[src/rtl/dm_cache_ctrl.sv]
// rtl/dm_cache_ctrl.sv - direct-mapped write-through cache with fill FSM (optional DM_CACHE_PERF_EN hit/miss counters)
module dm_cache_ctrl #(
  parameter int ADDR_W = 16,
  parameter int DATA_W = 16,
  parameter int SETS   = 8,
  parameter int WORDS  = 8
) (
  input  logic              clk,
  input  logic              rst,
  input  logic              cpu_en,
  input  logic              cpu_wr,
  input  logic [ADDR_W-1:0] cpu_addr,
  input  logic [DATA_W-1:0] cpu_wdata,
  output logic [DATA_W-1:0] cpu_rdata,
  output logic              stall,
  output logic              mem_en,
  output logic              mem_wr,
  output logic [ADDR_W-1:0] mem_addr,
  output logic [DATA_W-1:0] mem_wdata,
  input  logic [DATA_W-1:0] mem_rdata,
  input  logic              mem_valid
`ifdef DM_CACHE_PERF_EN
  ,
  output logic [15:0]       hit_cnt,
  output logic [15:0]       miss_cnt
`endif
);

  localparam int OFF_W  = $clog2(WORDS);
  localparam int IDX_W  = $clog2(SETS);
  localparam int TAG_W  = ADDR_W - 1 - OFF_W - IDX_W;
  localparam int LINE_W = ADDR_W - 1 - OFF_W;

  typedef enum logic [1:0] {IDLE, FILL_REQ, FILL_WAIT, WR_WAIT} state_t;

  // Address fields of the current CPU request
  logic [OFF_W-1:0] cpu_off;
  logic [IDX_W-1:0] cpu_idx;
  logic [TAG_W-1:0] cpu_tag;
  // Byte-select bit is meaningless for 16-bit word accesses
  logic             unused_addr0;

  assign cpu_off      = cpu_addr[OFF_W:1];
  assign cpu_idx      = cpu_addr[OFF_W+IDX_W:OFF_W+1];
  assign cpu_tag      = cpu_addr[ADDR_W-1:OFF_W+IDX_W+1];
  assign unused_addr0 = cpu_addr[0];

  // Storage arrays (no reset needed on tag/data; valid bits gate their use)
  logic [TAG_W-1:0]  tag_q  [SETS];
  logic [DATA_W-1:0] data_q [SETS][WORDS];

  state_t              state_q, state_d;
  logic [SETS-1:0]     valid_q, valid_d;
  logic [OFF_W-1:0]    cnt_q, cnt_d;
  logic [LINE_W-1:0]   line_q, line_d;
  logic [ADDR_W-2:0]   wr_addr_q, wr_addr_d;
  logic                wr_done_q, wr_done_d;
  logic                fill_done_q, fill_done_d;

  // Array write port controls
  logic                data_we;
  logic [IDX_W-1:0]    data_idx;
  logic [OFF_W-1:0]    data_off;
  logic [DATA_W-1:0]   data_wval;
  logic                tag_we;

  logic                hit;
  logic                same_wr;
  logic [IDX_W-1:0]    fill_idx;
  logic [TAG_W-1:0]    fill_tag;

  assign hit      = valid_q[cpu_idx] && (tag_q[cpu_idx] == cpu_tag);
  assign same_wr  = cpu_en && cpu_wr && (cpu_addr[ADDR_W-1:1] == wr_addr_q);
  assign fill_idx = line_q[IDX_W-1:0];
  assign fill_tag = line_q[LINE_W-1:IDX_W];

  // Next-state, array write controls and all CPU/memory-side outputs
  always_comb begin
    state_d     = state_q;
    valid_d     = valid_q;
    cnt_d       = cnt_q;
    line_d      = line_q;
    wr_addr_d   = wr_addr_q;
    wr_done_d   = wr_done_q;
    fill_done_d = fill_done_q;
    data_we     = 1'b0;
    data_idx    = cpu_idx;
    data_off    = cpu_off;
    data_wval   = cpu_wdata;
    tag_we      = 1'b0;
    cpu_rdata   = '0;
    stall       = 1'b0;
    mem_en      = 1'b0;
    mem_wr      = 1'b0;
    mem_addr    = '0;
    mem_wdata   = '0;

    case (state_q)
      IDLE: begin
        fill_done_d = 1'b0;
        // A completed write stays completed only while the same request is held
        if (!same_wr) wr_done_d = 1'b0;
        if (cpu_en) begin
          if (cpu_wr) begin
            if (!(wr_done_q && same_wr)) begin
              stall     = 1'b1;
              mem_en    = 1'b1;
              mem_wr    = 1'b1;
              mem_addr  = {cpu_addr[ADDR_W-1:1], 1'b0};
              mem_wdata = cpu_wdata;
              wr_addr_d = cpu_addr[ADDR_W-1:1];
              state_d   = WR_WAIT;
              data_we   = hit;
            end
          end else if (hit) begin
            cpu_rdata = data_q[cpu_idx][cpu_off];
          end else begin
            stall          = 1'b1;
            cnt_d          = '0;
            line_d         = cpu_addr[ADDR_W-1:OFF_W+1];
            // Line is overwritten word by word; keep it invalid until complete
            valid_d[cpu_idx] = 1'b0;
            state_d        = FILL_REQ;
          end
        end
      end
      FILL_REQ: begin
        stall    = 1'b1;
        mem_en   = 1'b1;
        mem_addr = {line_q, cnt_q, 1'b0};
        state_d  = FILL_WAIT;
      end
      FILL_WAIT: begin
        stall = 1'b1;
        if (mem_valid) begin
          data_we   = 1'b1;
          data_idx  = fill_idx;
          data_off  = cnt_q;
          data_wval = mem_rdata;
          if (cnt_q == OFF_W'(WORDS - 1)) begin
            tag_we            = 1'b1;
            valid_d[fill_idx] = 1'b1;
            fill_done_d       = 1'b1;
            state_d           = IDLE;
          end else begin
            cnt_d   = cnt_q + OFF_W'(1);
            state_d = FILL_REQ;
          end
        end
      end
      WR_WAIT: begin
        stall = 1'b1;
        if (mem_valid) begin
          wr_done_d = 1'b1;
          state_d   = IDLE;
        end
      end
      default: state_d = IDLE;
    endcase

    // Reset quiets every output and blocks array writes in the same cycle
    if (rst) begin
      data_we   = 1'b0;
      tag_we    = 1'b0;
      cpu_rdata = '0;
      stall     = 1'b0;
      mem_en    = 1'b0;
      mem_wr    = 1'b0;
      mem_addr  = '0;
      mem_wdata = '0;
    end
  end

  // Control state registers
  always_ff @(posedge clk) begin
    if (rst) begin
      state_q     <= IDLE;
      valid_q     <= '0;
      cnt_q       <= '0;
      line_q      <= '0;
      wr_addr_q   <= '0;
      wr_done_q   <= 1'b0;
      fill_done_q <= 1'b0;
    end else begin
      state_q     <= state_d;
      valid_q     <= valid_d;
      cnt_q       <= cnt_d;
      line_q      <= line_d;
      wr_addr_q   <= wr_addr_d;
      wr_done_q   <= wr_done_d;
      fill_done_q <= fill_done_d;
    end
  end

  // Tag and data array write ports
  always_ff @(posedge clk) begin
    if (data_we) data_q[data_idx][data_off] <= data_wval;
    if (tag_we) tag_q[fill_idx] <= fill_tag;
  end

`ifdef DM_CACHE_PERF_EN
  logic [15:0] hit_cnt_q, hit_cnt_d;
  logic [15:0] miss_cnt_q, miss_cnt_d;
  logic        rd_done;

  // A read completes on its stall-free hit cycle; the first hit after a fill is the missed access
  assign rd_done = !rst && (state_q == IDLE) && cpu_en && !cpu_wr && hit;

  // Saturating per-access counters
  always_comb begin
    hit_cnt_d  = hit_cnt_q;
    miss_cnt_d = miss_cnt_q;
    if (rd_done && !fill_done_q && (hit_cnt_q != 16'hFFFF)) hit_cnt_d = hit_cnt_q + 16'd1;
    if (rd_done && fill_done_q && (miss_cnt_q != 16'hFFFF)) miss_cnt_d = miss_cnt_q + 16'd1;
  end

  // Counter registers
  always_ff @(posedge clk) begin
    if (rst) begin
      hit_cnt_q  <= '0;
      miss_cnt_q <= '0;
    end else begin
      hit_cnt_q  <= hit_cnt_d;
      miss_cnt_q <= miss_cnt_d;
    end
  end

  assign hit_cnt  = hit_cnt_q;
  assign miss_cnt = miss_cnt_q;
`endif

endmodule

[config.mk]
export PLATFORM = sky130hd
export DESIGN_NAME = dm_cache_ctrl
export DESIGN_NICKNAME = d
export VERILOG_FILES = /design/src/rtl/dm_cache_ctrl.sv
export SDC_FILE = /design/constraint.sdc
export NUM_CORES = 1
export LEC_CHECK = 0
export BUFFER_PORTS_ARGS = -buffer_cell sky130_fd_sc_hd__buf_2
export CAP_MARGIN = 20
export CORE_ASPECT_RATIO = 0.7
export CORE_MARGIN = 2
export CORE_UTILIZATION = 35
export CTS_BUF_LIST = sky130_fd_sc_hd__clkbuf_4
export DETAILED_ROUTE_END_ITERATION = 12
export PLACE_DENSITY = 0.48
export SYNTH_ARGS = -nofsm -noshare
export SYNTH_HDL_FRONTEND = slang
export SYNTH_SLANG_ARGS = --single-unit
[constraint.sdc]
create_clock -name clk -period 5.2 [get_ports clk]
set_input_delay 0.78 -clock clk [delete_from_list [all_inputs] [get_ports clk]]
set_output_delay 0.78 -clock clk [all_outputs]
set_load 0.02 [all_outputs]
# == Word-level counts from Yosys, hierarchy flattened ==
# Memories as Yosys holds them, arrays and structs flattened.
# Cells that the tools add are included.
# word_totals
regBits,41
latch_bits,0
mem_bits_rw,1096
mem_bits_ro,0
input_bits,53
out_inout_bits,51
elab_cells,138
n_memories,2
# mem_list
memory,words,word_bits,rd,rd_clocked_by_memory_dff,wr,line,text
data_q,8,128,1,0,1,50,logic [DATA_W-1:0] data_q [SETS][WORDS];
tag_q,8,9,1,0,1,49,logic [TAG_W-1:0] tag_q [SETS];
# classes
n_addsub,1
mul,0
n_div,0
n_lt_le_gt_ge,7
eq_ne,16
shifts,0
mux,81
bitwise_logic,8
reduce_logical,17
# op_table
cell,count
2-to-1 mux 16 bit,19
2-to-1 mux 128 bit,1
binary-select mux 16 bit (select 3 bit),1
demux 16 bit (select 3 bit),1
2-to-1 mux 8 bit,5
case mux 16 bit (2 select lines),1
2-to-1 mux 1 bit,28
2-to-1 mux 3 bit,9
inequality test 2 bit (second input constant),8
case mux 8 bit (2 select lines),1
equality test 15 bit,1
2-to-1 mux 2 bit,6
AND reduction 6 bit,2
equality test 9 bit,1
bitwise AND 8 bit,1
>= comparator 4 bit (second input constant),2
< comparator 3 x 4 -> 1 bit (second input constant),2
NOT 3 -> 4 bit,2
NOT 8 bit,1
bitwise OR 8 bit,1
case mux 1 bit (2 select lines),4
case mux 2 bit (4 select lines),1
AND reduction 4 bit,2
logical AND 1 bit,7
other kinds (16),23

# == Depth between registers and ports, before layout ==
# Gate-level depths: netlist of the first run.
# logic_depth
ltp_word,10
depth_mapped,14
depth_no_buf,7

# == Least setup slack after synthesis of the first run ==
# No wires, ideal clock.
# synth_timing
kind,in2reg
from,input port cpu_addr[4]
to,memory data_q[2][64] (netlist name) (enable)
setup_time_ns,0.409
t_arrival_ns,4.266
required_ns,4.791
setup_slack_ns,0.525
stages,11
path_cell_list,buf_6 > buf_6 > mux4_2 > mux2i_1 > xor2_1 > nand4_1 > or4b_1 > buf_2 > o31a_4 > buf_6 > nor3_1
# synth_between
elab_chain_cells,10
# synth_rtl
element,line,text
"start, declared",12,"input logic [ADDR_W-1:0] cpu_addr,"
memory (8 x 9 bit) (tied with other cells),n/a,
equality test 9 bit (tied with other cells),72,assign hit = valid_q[cpu_idx] && (tag_q[cpu_idx] == cpu_tag);
logical AND 1 bit (on tied branches),"72, 105",
2-to-1 mux 1 bit,105,if (!(wr_done_q && same_wr)) begin
2-to-1 mux 1 bit,104,if (cpu_wr) begin
2-to-1 mux 1 bit,103,if (cpu_en) begin
case mux 1 bit (2 select lines),98,case (state_q)
2-to-1 mux 1 bit,162,if (rst) begin
2-to-1 mux 1 bit,197,if (data_we) data_q[data_idx][data_off] <= data_wval;
2-to-1 mux 128 bit (not written as such),197,
"end, declared",50,
# Several ways; a longest one is shown, not always the timed one. The select of a mux whose other input is x is not followed.

# == Final worst setup path of the first run ==
# layout_timing
from,input port cpu_addr[4]
to,output port cpu_rdata[2]
# layout_between
elab_chain_cells,9
# layout_rtl
element,line,text
memory (8 x 128 bit),n/a,
binary-select mux 16 bit (select 3 bit),116,cpu_rdata = data_q[cpu_idx][cpu_off];
2-to-1 mux 16 bit (not written as such) (2 in a row),116,
2-to-1 mux 16 bit (*),115,end else if (hit) begin
2-to-1 mux 16 bit (*),104,
2-to-1 mux 16 bit (*),103,
2-to-1 mux 16 bit (*),98,
2-to-1 mux 16 bit (*),162,
"end, declared",14,"output logic [DATA_W-1:0] cpu_rdata,"
# Mark *: on every way between the ends. The rest lies on a longest branch, timed or not. The select of a mux whose other input is x is not followed.

==> metrics.md, run 1 <==
| Metric | Value |
|---|---|
| Layout fillers | 11200 |
| Drt total wl | 153000 um |
| Area share of the largest cell type after synthesis | 0.746 |
| PortBufs | 101 |
| Kind of critical path | in -> out |
| Synth Instances | 2782 |
| First-pass GRT wire length | 213000 um |
| Clk_skew | 0.0782 ns |
| Max cap viols | 0 |
| Achievable Freq | 204 MHz |
| Lkg Pwr | 17.5 nW |
| Post-detail-place hpwl | 91700 um |
| Ports | 104 |
| CTS sink count | 1137 |
| Synth cell types | 62 |
| Pin count of the biggest net entering global routing | 91 |
| GP Congestion | 0.824 |
| Layout Nets | 3309 |
| Register area | 0.0337 sq mm |
| Vias in the first global route | 28100 |
| Slew margin rel. | 0.290 |
| Setup TNS | 0 ns |
| Post-synth EDFFs | 1096 |
| Synthesized flop and latch total | 1137 |
| Peak VDD IR | 234 uV |
| Run status | finished clean |
| Power, Total | 0.0188 W |
| Clk pin slew, worst setup/hold paths | 0.07 ns |
| Detail Route Antenna Nets | 0 |
| Pwr Density | 359 mW/mm^2 |
| Worst-margin pin slew | 1.06 ns |
| Initial antenna violation count | 12 |
| Data arrival, critical path | 4.13 ns |
| Startpoint Class | input pin |
| Post-CTS Setup Repair Bufs | 0 |
| Leading post-synthesis cells by cell area | edfxtp_1, o22ai_1, mux2_2 |
| Number of buffers created by CTS | 293 |
| Avg Cell Area, Syn | 15.9 sq um |
| Syn nets | 2837 |
| Share of async-settable or async-resettable flops after synthesis | 0 |
| Vias per cell | 5.74 |
| Leading cell type in the layout, fill and taps excluded | edfxtp_1 |
| Total Die Area | 0.129 sq mm |
| Tmin final | 4.91 ns |
| Overflow after GRT | 0 |
| CTS root buf | clkbuf_4 |
| RSZ-0062 raised after global routing | false |
| Row Count | 108 |
| Via count | 29000 |
| Initial Utilization | 0.354 |
| Post-route clock period utilization | 0.944 |
| Die height | 301 um |
| Synthesized cell area | 0.0441 sq mm |
| Post-synth top flop | edfxtp_1 |
| Most frequent cells in the layout | edfxtp_1, clkbuf_4, o22ai_1 |
| Largest fanout on the critical path | 30 |
| Area of the multi-input gates | 0.00991 sq mm |
| Share of layout cells above drive strength 1 | 0.294 |
| Final hold slack | 0.0374 ns |
| # DRC | 0 |
| Worst-Skew Late Latency | 1.24 ns |
| Count of final max-slew check failures | 0 |
| Initial detailed-routing violation count | 3753 |
| Tot GR Track Use | 0.235 |
| Max clock buf depth | 4 |
| CTS tree | built |
| Warnings from Yosys | 0 |
| Wirelength per Cell | 30.2 um |
| CP Data Required Time | 4.42 ns |
| Seq/Total Area, Yosys | 0.765 |
| Crit end category | output port |
| Cell accounting for the most synthesized area | edfxtp_1 |
| Area Growth Syn to Fin | 18.9% |
| Htree depth | 5 |
| Final setup viols | 0 |
| Detailed Routing Iterations Pass 1 | 6 |
| Min-Delay Path Class | in -> reg |
| Die span in x | 428 um |
| Hold Vio Cnt, Final | 0 |
| Core Area | 0.124 sq mm |
==> path summary, 6_finish.rpt <==
path                                  start                         to  slack (ns)  depth (start not counted)
setup / recovery                cpu_addr[4]               cpu_rdata[2]        0.29                         10
hold / removal                 cpu_wdata[3]    data_q[0][67]$_DFFE_PP_        0.04                          3
setup reg to reg      tag_q[7][1]$_DFFE_PP_    data_q[7][63]$_DFFE_PP_        1.39                          8
hold reg to reg   wr_addr_q[4]$_SDFFE_PP0P_  wr_addr_q[4]$_SDFFE_PP0P_        0.47                          2
==> layout make-up <==
| type | count | area share |
|---|---|---|
| antenna | 6 | 0.000286 |
| inverter | 13 | 0.000955 |
| clock inverter | 40 | 0.00294 |
| tap | 1650 | 0.0394 |
| clock buffer | 407 | 0.0583 |
| sequential | 1137 | 0.643 |
| timing repair buffer | 375 | 0.0659 |
| multi-input combinational | 1434 | 0.189 |
==> power breakdown <==
group / total (W) / switching [W] / internal (W)
clock: 0.00709 / 0.00353 / 0.00356
sequential: 0.0102 / 0.0000284 / 0.0102
combinational: 0.00154 / 0.00111 / 0.000424
==> metal layers <==
layer  vias up  wire length [um]  part of all wire  track usage
li1      12200                 -                 -            -
met1     15000             69800              0.46        0.355
met2      1567             64800              0.42        0.330
met3       204             15400              0.10       0.0609
met4         2              3010             0.020       0.0681
met5         -                13          0.000085            0
==> critical path: stages <==
cell       delay [ns]
buf_4            0.42
clkinv_2         0.48
buf_4            0.34
a2bb2oi_1        0.15
nor2_1           0.07
nor4_1           0.53
a21oi_1          0.17
a221o_1          0.47
a21boi_0         0.40
buf_2            0.25
==> through the flow <==
stage	cells	utilization	setup slack (ns)	area, sq um
global placement	4586	0.393	0.215	48900
detailed placement	4587	0.393	0.198	49000
floorplan	2782	-	0.525	44100
CTS	5050	0.420	0.0962	52300
finish	5062	0.421	0.293	52400
global route	5060	0.421	0.133	52400
==> registers in the layout (all words and copies together), names as in the netlist <==
name,count
tag_q,72
cnt_q,3
state_q,2
line_q,12
valid_q,8
wr_addr_q,15
wr_done_q,1
data_q,1024
==> cells by family (layout without fill, tap and decap cells) <==
kind of cell    count (synthesis)  in the layout  synth area share
buf+inv                       211            835            0.0209
compound gates                700            700             0.101
flops                        1137           1137             0.765
xor+xnor                       23             23           0.00457
other cells                     1              7         0.0000850
mux                           177            177            0.0529
fa+ha+maj                       2              2          0.000567
simple gates                  531            531            0.0552
==> timing repair <==
action                                  in CTS  in global routing
resized for setup                            0                  1
endpoints found under the hold margin       34                 10
endpoints found under the setup margin       0                  1
hold buffers                                16                  2
==> synthesized netlist by cell type (13+ instances only) <==
library cell  number
edfxtp_1        1096
o22ai_1          299
nand2_1          193
o21ai_0          133
clkbuf_1         118
nor3_1           112
nor2_1           110
a21oi_1          100
mux2_2            77
mux2i_1           63
dfxtp_1           41
buf_2             39
mux4_2            37
nor4_1            33
buf_1             27
xor2_1            23
o221ai_1          21
and3_1            20
a211o_1           19
a2bb2oi_1         16
a22oi_1           15
o22a_1            13
Power figures use the tool's default switching activity.
==> run 2, diff against run 1 <==
--- a/config.mk
+++ b/config.mk
@@ -5,6 +5,7 @@
 export SDC_FILE = /design/constraint.sdc
 export NUM_CORES = 1
 export LEC_CHECK = 0
+export ABC_AREA = 1
 export BUFFER_PORTS_ARGS = -buffer_cell sky130_fd_sc_hd__buf_2
 export CAP_MARGIN = 20
 export CORE_ASPECT_RATIO = 0.7
==> run 2 against run 1 <==
Clock skew is 0.026 ns higher. Die area shrank 0.88%. Clock power increased by 0.7%. Non-clock buffer count fell by 57. Largest cell class unchanged. Largest power group unchanged.
==> metrics.md, run 2 <==
| Metric | Value |
|---|---|
| Combinational power share | 0.074 (-0.008) |
| Most instantiated library cell after synthesis | edfxtp_1 |
| PortBufs | 101 (unchanged) |
| Delay of the slowest critical-path stage | 0.73 ns (+0.20 ns) |
| Vias per cell | 5.35 (-6.7%) |
| Via count | 28700 (-1.2%) |
| Syn nets | 3145 (+11%) |
| Max reg flops | 1024 (unchanged) |
| Ports | 104 (unchanged) |
| Share of async-settable or async-resettable flops after synthesis | 0 (unchanged) |
| Post-route clock period utilization | 0.951 (+0.00708) |
| Area Growth Syn to Fin | 17.1% |
| Pin count of the biggest net entering global routing | 81 (-11%) |
| Layout fillers | 11400 (+1.4%) |
| Setup TNS | 0 ns (unchanged) |
| Warnings from Yosys | 0 (unchanged) |
| Sequential power share | 0.546 (+0.004) |
| Slew margin rel. | 0.281 (-0.00925) |
| Number of buffers created by CTS | 290 (-1.0%) |
| Area share of the largest cell type after synthesis | 0.753 (+0.00673) |
| Run status | finished clean |
| Most frequent cells in the layout | edfxtp_1, nor2_1, clkbuf_4 |
| Mux cell area share after synthesis | 0 (-0.0529) |
| Synth Instances | 3090 (+11%) |
| Vias in the first global route | 28200 (+0.39%) |
| Leading post-synthesis cells by cell area | edfxtp_1, o22ai_1, nor2_1 |
| CTS sink count | 1137 (unchanged) |
| Area of the multi-input gates | 0.00908 sq mm (-8.3%) |
| Synth cell types | 45 (-27%) |
| Share of layout cells above drive strength 1 | 0.234 (-0.0600) |
| Synthesized flop and latch total | 1137 (unchanged) |
| Layout Nets | 3584 (+8.3%) |
| Worst-margin pin slew | 1.08 ns (+0.0236 ns) |
| Top cells by count, synth | edfxtp_1, nor2_1, o22ai_1 |
| Kind of critical path | in -> out |
| Max clock buf depth | 4 (unchanged) |
| Post-route cell area | 0.0512 sq mm (-2.4%) |
| Count of final max-slew check failures | 0 (unchanged) |
| Max cap viols | 0 (unchanged) |
| CTS tree | built |
| RSZ-0062 raised after global routing | false |
| Initial detailed-routing violation count | 3106 (-17%) |
| Post-Synth Simple-Gate Area | 0.101 (+0.0456) |
| Tmin final | 4.94 ns (+0.0368 ns) |
| CP bufs+invs | 5 (+1) |
| Avg Cell Area, Syn | 14.1 sq um (-11%) |
| Crit-path leading delay family | simple AND/OR/NAND/NOR gates |
| Total Die Area | 0.128 sq mm (-0.88%) |
| Seq/Total Area, Yosys | 0.772 (+0.00690) |
| Internal | 0.0142 W (+0.31%) |
| First-pass GRT wire length | 192000 um (-9.7%) |
| Leading cell type in the layout, fill and taps excluded | edfxtp_1 |
| Final design utilization | 0.413 (-0.00814) |
| Overflow after GRT | 0 (unchanged) |
| GP Congestion | 0.913 (+11%) |
| Hold Vio Cnt, Final | 0 (unchanged) |
| Cell Area, Placed | 0.0477 sq mm (-2.6%) |
| Adder-Cell Fraction of Synth Area | 0.000573 (+0.00000512) |
| Final hold slack | 0.151 ns (+0.113 ns) |
| Die height | 300 um (-0.44%) |
| Synth Area in Compound Gates | 0.0995 (-0.00147) |
| Cell accounting for the most synthesized area | edfxtp_1 |
| Clock power frac | 0.380 (+0.004) |
| Post-Synth XOR/XNOR Area | 0.000802 (-0.00377) |
| Startpoint Class | input pin |
| Largest family of logic cells by synthesized area | simple AND/OR/NAND/NOR gates |
| Top Registers | data_q: 1024 flops, tag_q: 72 flops, wr_addr_q: 15 flops |
| Register area | 0.0337 sq mm (unchanged) |
| Final setup viols | 0 (unchanged) |
| Die span in x | 426 um (-0.44%) |
| Detailed Routing Iterations Pass 1 | 7 (+1) |
| Reg2Reg Setup Slack | 1.33 ns (-0.06 ns) |
| Sw frac | 0.243 (-0.00537) |
| Clk_skew | 0.104 ns (+0.0263 ns) |
| CTS root buf | clkbuf_4 |
| Wirelength per Cell | 25.1 um (-17%) |
| Core Area | 0.124 sq mm (-0.43%) |
| Clk pin slew, worst setup/hold paths | 0.06 ns (about the same) |
| Initial Utilization | 0.353 (-0.00163) |
| Synthesized cell area | 0.0437 sq mm (-0.89%) |
| Drt total wl | 134000 um (-12%) |
| Final std cells w/o fill | 5362 (+5.9%) |
| Crit path max-delay cell type | nor4_1 |
| Initial antenna violation count | 6 (-6) |
| Largest fanout on the critical path | 17 (-43%) |
| Lkg Pwr | 17.3 nW (-1.1%) |
| Crit end category | output port |
| Worst-Skew Late Latency | 1.20 ns (-0.04 ns) |
| Crit-path cells | buf_2, inv_2, buf_4, nand2_1, nand3_1, nand2_1, nor2_1, o21ai_0, nor4_1, nand4_1, buf_4, a21oi_1, buf_2 |
| Row Count | 108 (unchanged) |
| Detail Route Antenna Nets | 0 (unchanged) |
| Peak VDD IR | 208 uV (-11%) |
| Biggest register | data_q |
| Min-Delay Path Class | in -> reg |
| Tot GR Track Use | 0.208 (-0.0266) |
| Achievable Freq | 202 MHz (-0.74%) |
| CP Data Required Time | 4.42 ns (about the same) |
| DP Cell Count | 4871 (+6.2%) |
| Post-synth EDFFs | 1096 (unchanged) |
| # DRC | 0 (unchanged) |
| Post-synth top flop | edfxtp_1 |
| Post-detail-place hpwl | 81400 um (-11%) |
| Data arrival, critical path | 4.16 ns (+0.03 ns) |
| Htree depth | 5 (unchanged) |
| Psw | 0.00456 W (-2.6%) |
| Pwr Density | 367 mW/mm^2 (+2.0%) |
[run 2: cell types whose count changed after synthesis, moves of 85 or more]
cell | previous run | this run
inv_1 | 11 | 110
nand3_1 | 10 | 116
nor2_1 | 110 | 446
nor3_1 | 112 | 18
o2111ai_1 | 8 | 93
o21ai_0 | 133 | 41
[run 2: area by class of cell]
type / count / area share
well taps: 1650 / 0.0403
clock buffers: 418 / 0.0613
flip-flops and latches: 1137 / 0.659
inverters: 118 / 0.00870
repair buffers: 318 / 0.0489
clock inverters: 55 / 0.00433
multi-input cells: 1664 / 0.177
diodes: 2 / 0.0000978
[run 2: logic make-up (layout without fill, tap and decap cells)]
kind of cell	Yosys count	after routing
AOI/OAI and AO/OA	655	655
xor gates and xnor gates	4	4
adders and majority gates	2	2
buffers and inverters	289	909
DFF	1137	1137
other	1	3
and+or+nand+nor	1002	1002
[run 2: power groups by stage]
stage	clock network (W)	logic (W)	registers, W
after global routing	0.00781	0.00149	0.0102
final	0.00714	0.00139	0.0102
after floorplan	0	0.000716	0.0105
after detailed placement	0	0.00137	0.0104
after CTS	0.00735	0.00139	0.0102
after global placement	0	0.00135	0.0104
[run 2: per-stage QoR]
stage | total power (W) | setup WS [ns]
after global placement | 0.0118 | 0.388
after detailed placement | 0.0118 | 0.367
after floorplan | 0.0112 | 0.837
after global routing | 0.0195 | 0.146
after CTS | 0.0190 | 0.318
final | 0.0188 | 0.256
[run 2: worst reg2reg max path, stage by stage (launching register included)]
cell and delay (ns):
dfxtp_1 0.58, nor2_4 0.39, inv_1 0.19, nor2_4 0.12, buf_4 0.51, o21ai_0 0.37, nor2_1 0.21, nand4_1 0.46
nor2_2 0.34, buf_4 0.34
[run 2: final timing paths]
| check | start | endpoint | depth (start not counted) |
|---|---|---|---|
| setup / recovery | cpu_addr[4] | cpu_rdata[12] | 13 |
| hold / removal | cpu_addr[6] | wr_addr_q[5]$_SDFFE_PP0P_ | 3 |
| setup reg to reg | state_q[0]$_SDFFE_PP0P_ | data_q[2][36]$_DFFE_PP_ | 9 |
| hold reg to reg | wr_addr_q[14]$_SDFFE_PP0P_ | wr_addr_q[14]$_SDFFE_PP0P_ | 2 |
[run 2: metal layers]
| layer | vias to the layer above | share of wire | GRT usage |
|---|---|---|---|
| met5 | - | 0 | 0 |
| met4 | 0 | 0.027 | 0.0772 |
| met3 | 221 | 0.092 | 0.0590 |
| met2 | 1259 | 0.43 | 0.299 |
| met1 | 14400 | 0.45 | 0.299 |
| li1 | 12800 | - | - |
[run 2: timing repair]
action                    CTS  global route
resized for setup           0             0
buffers inserted            0             0
hold endpoints to repair   28             0
hold buffers               13             0
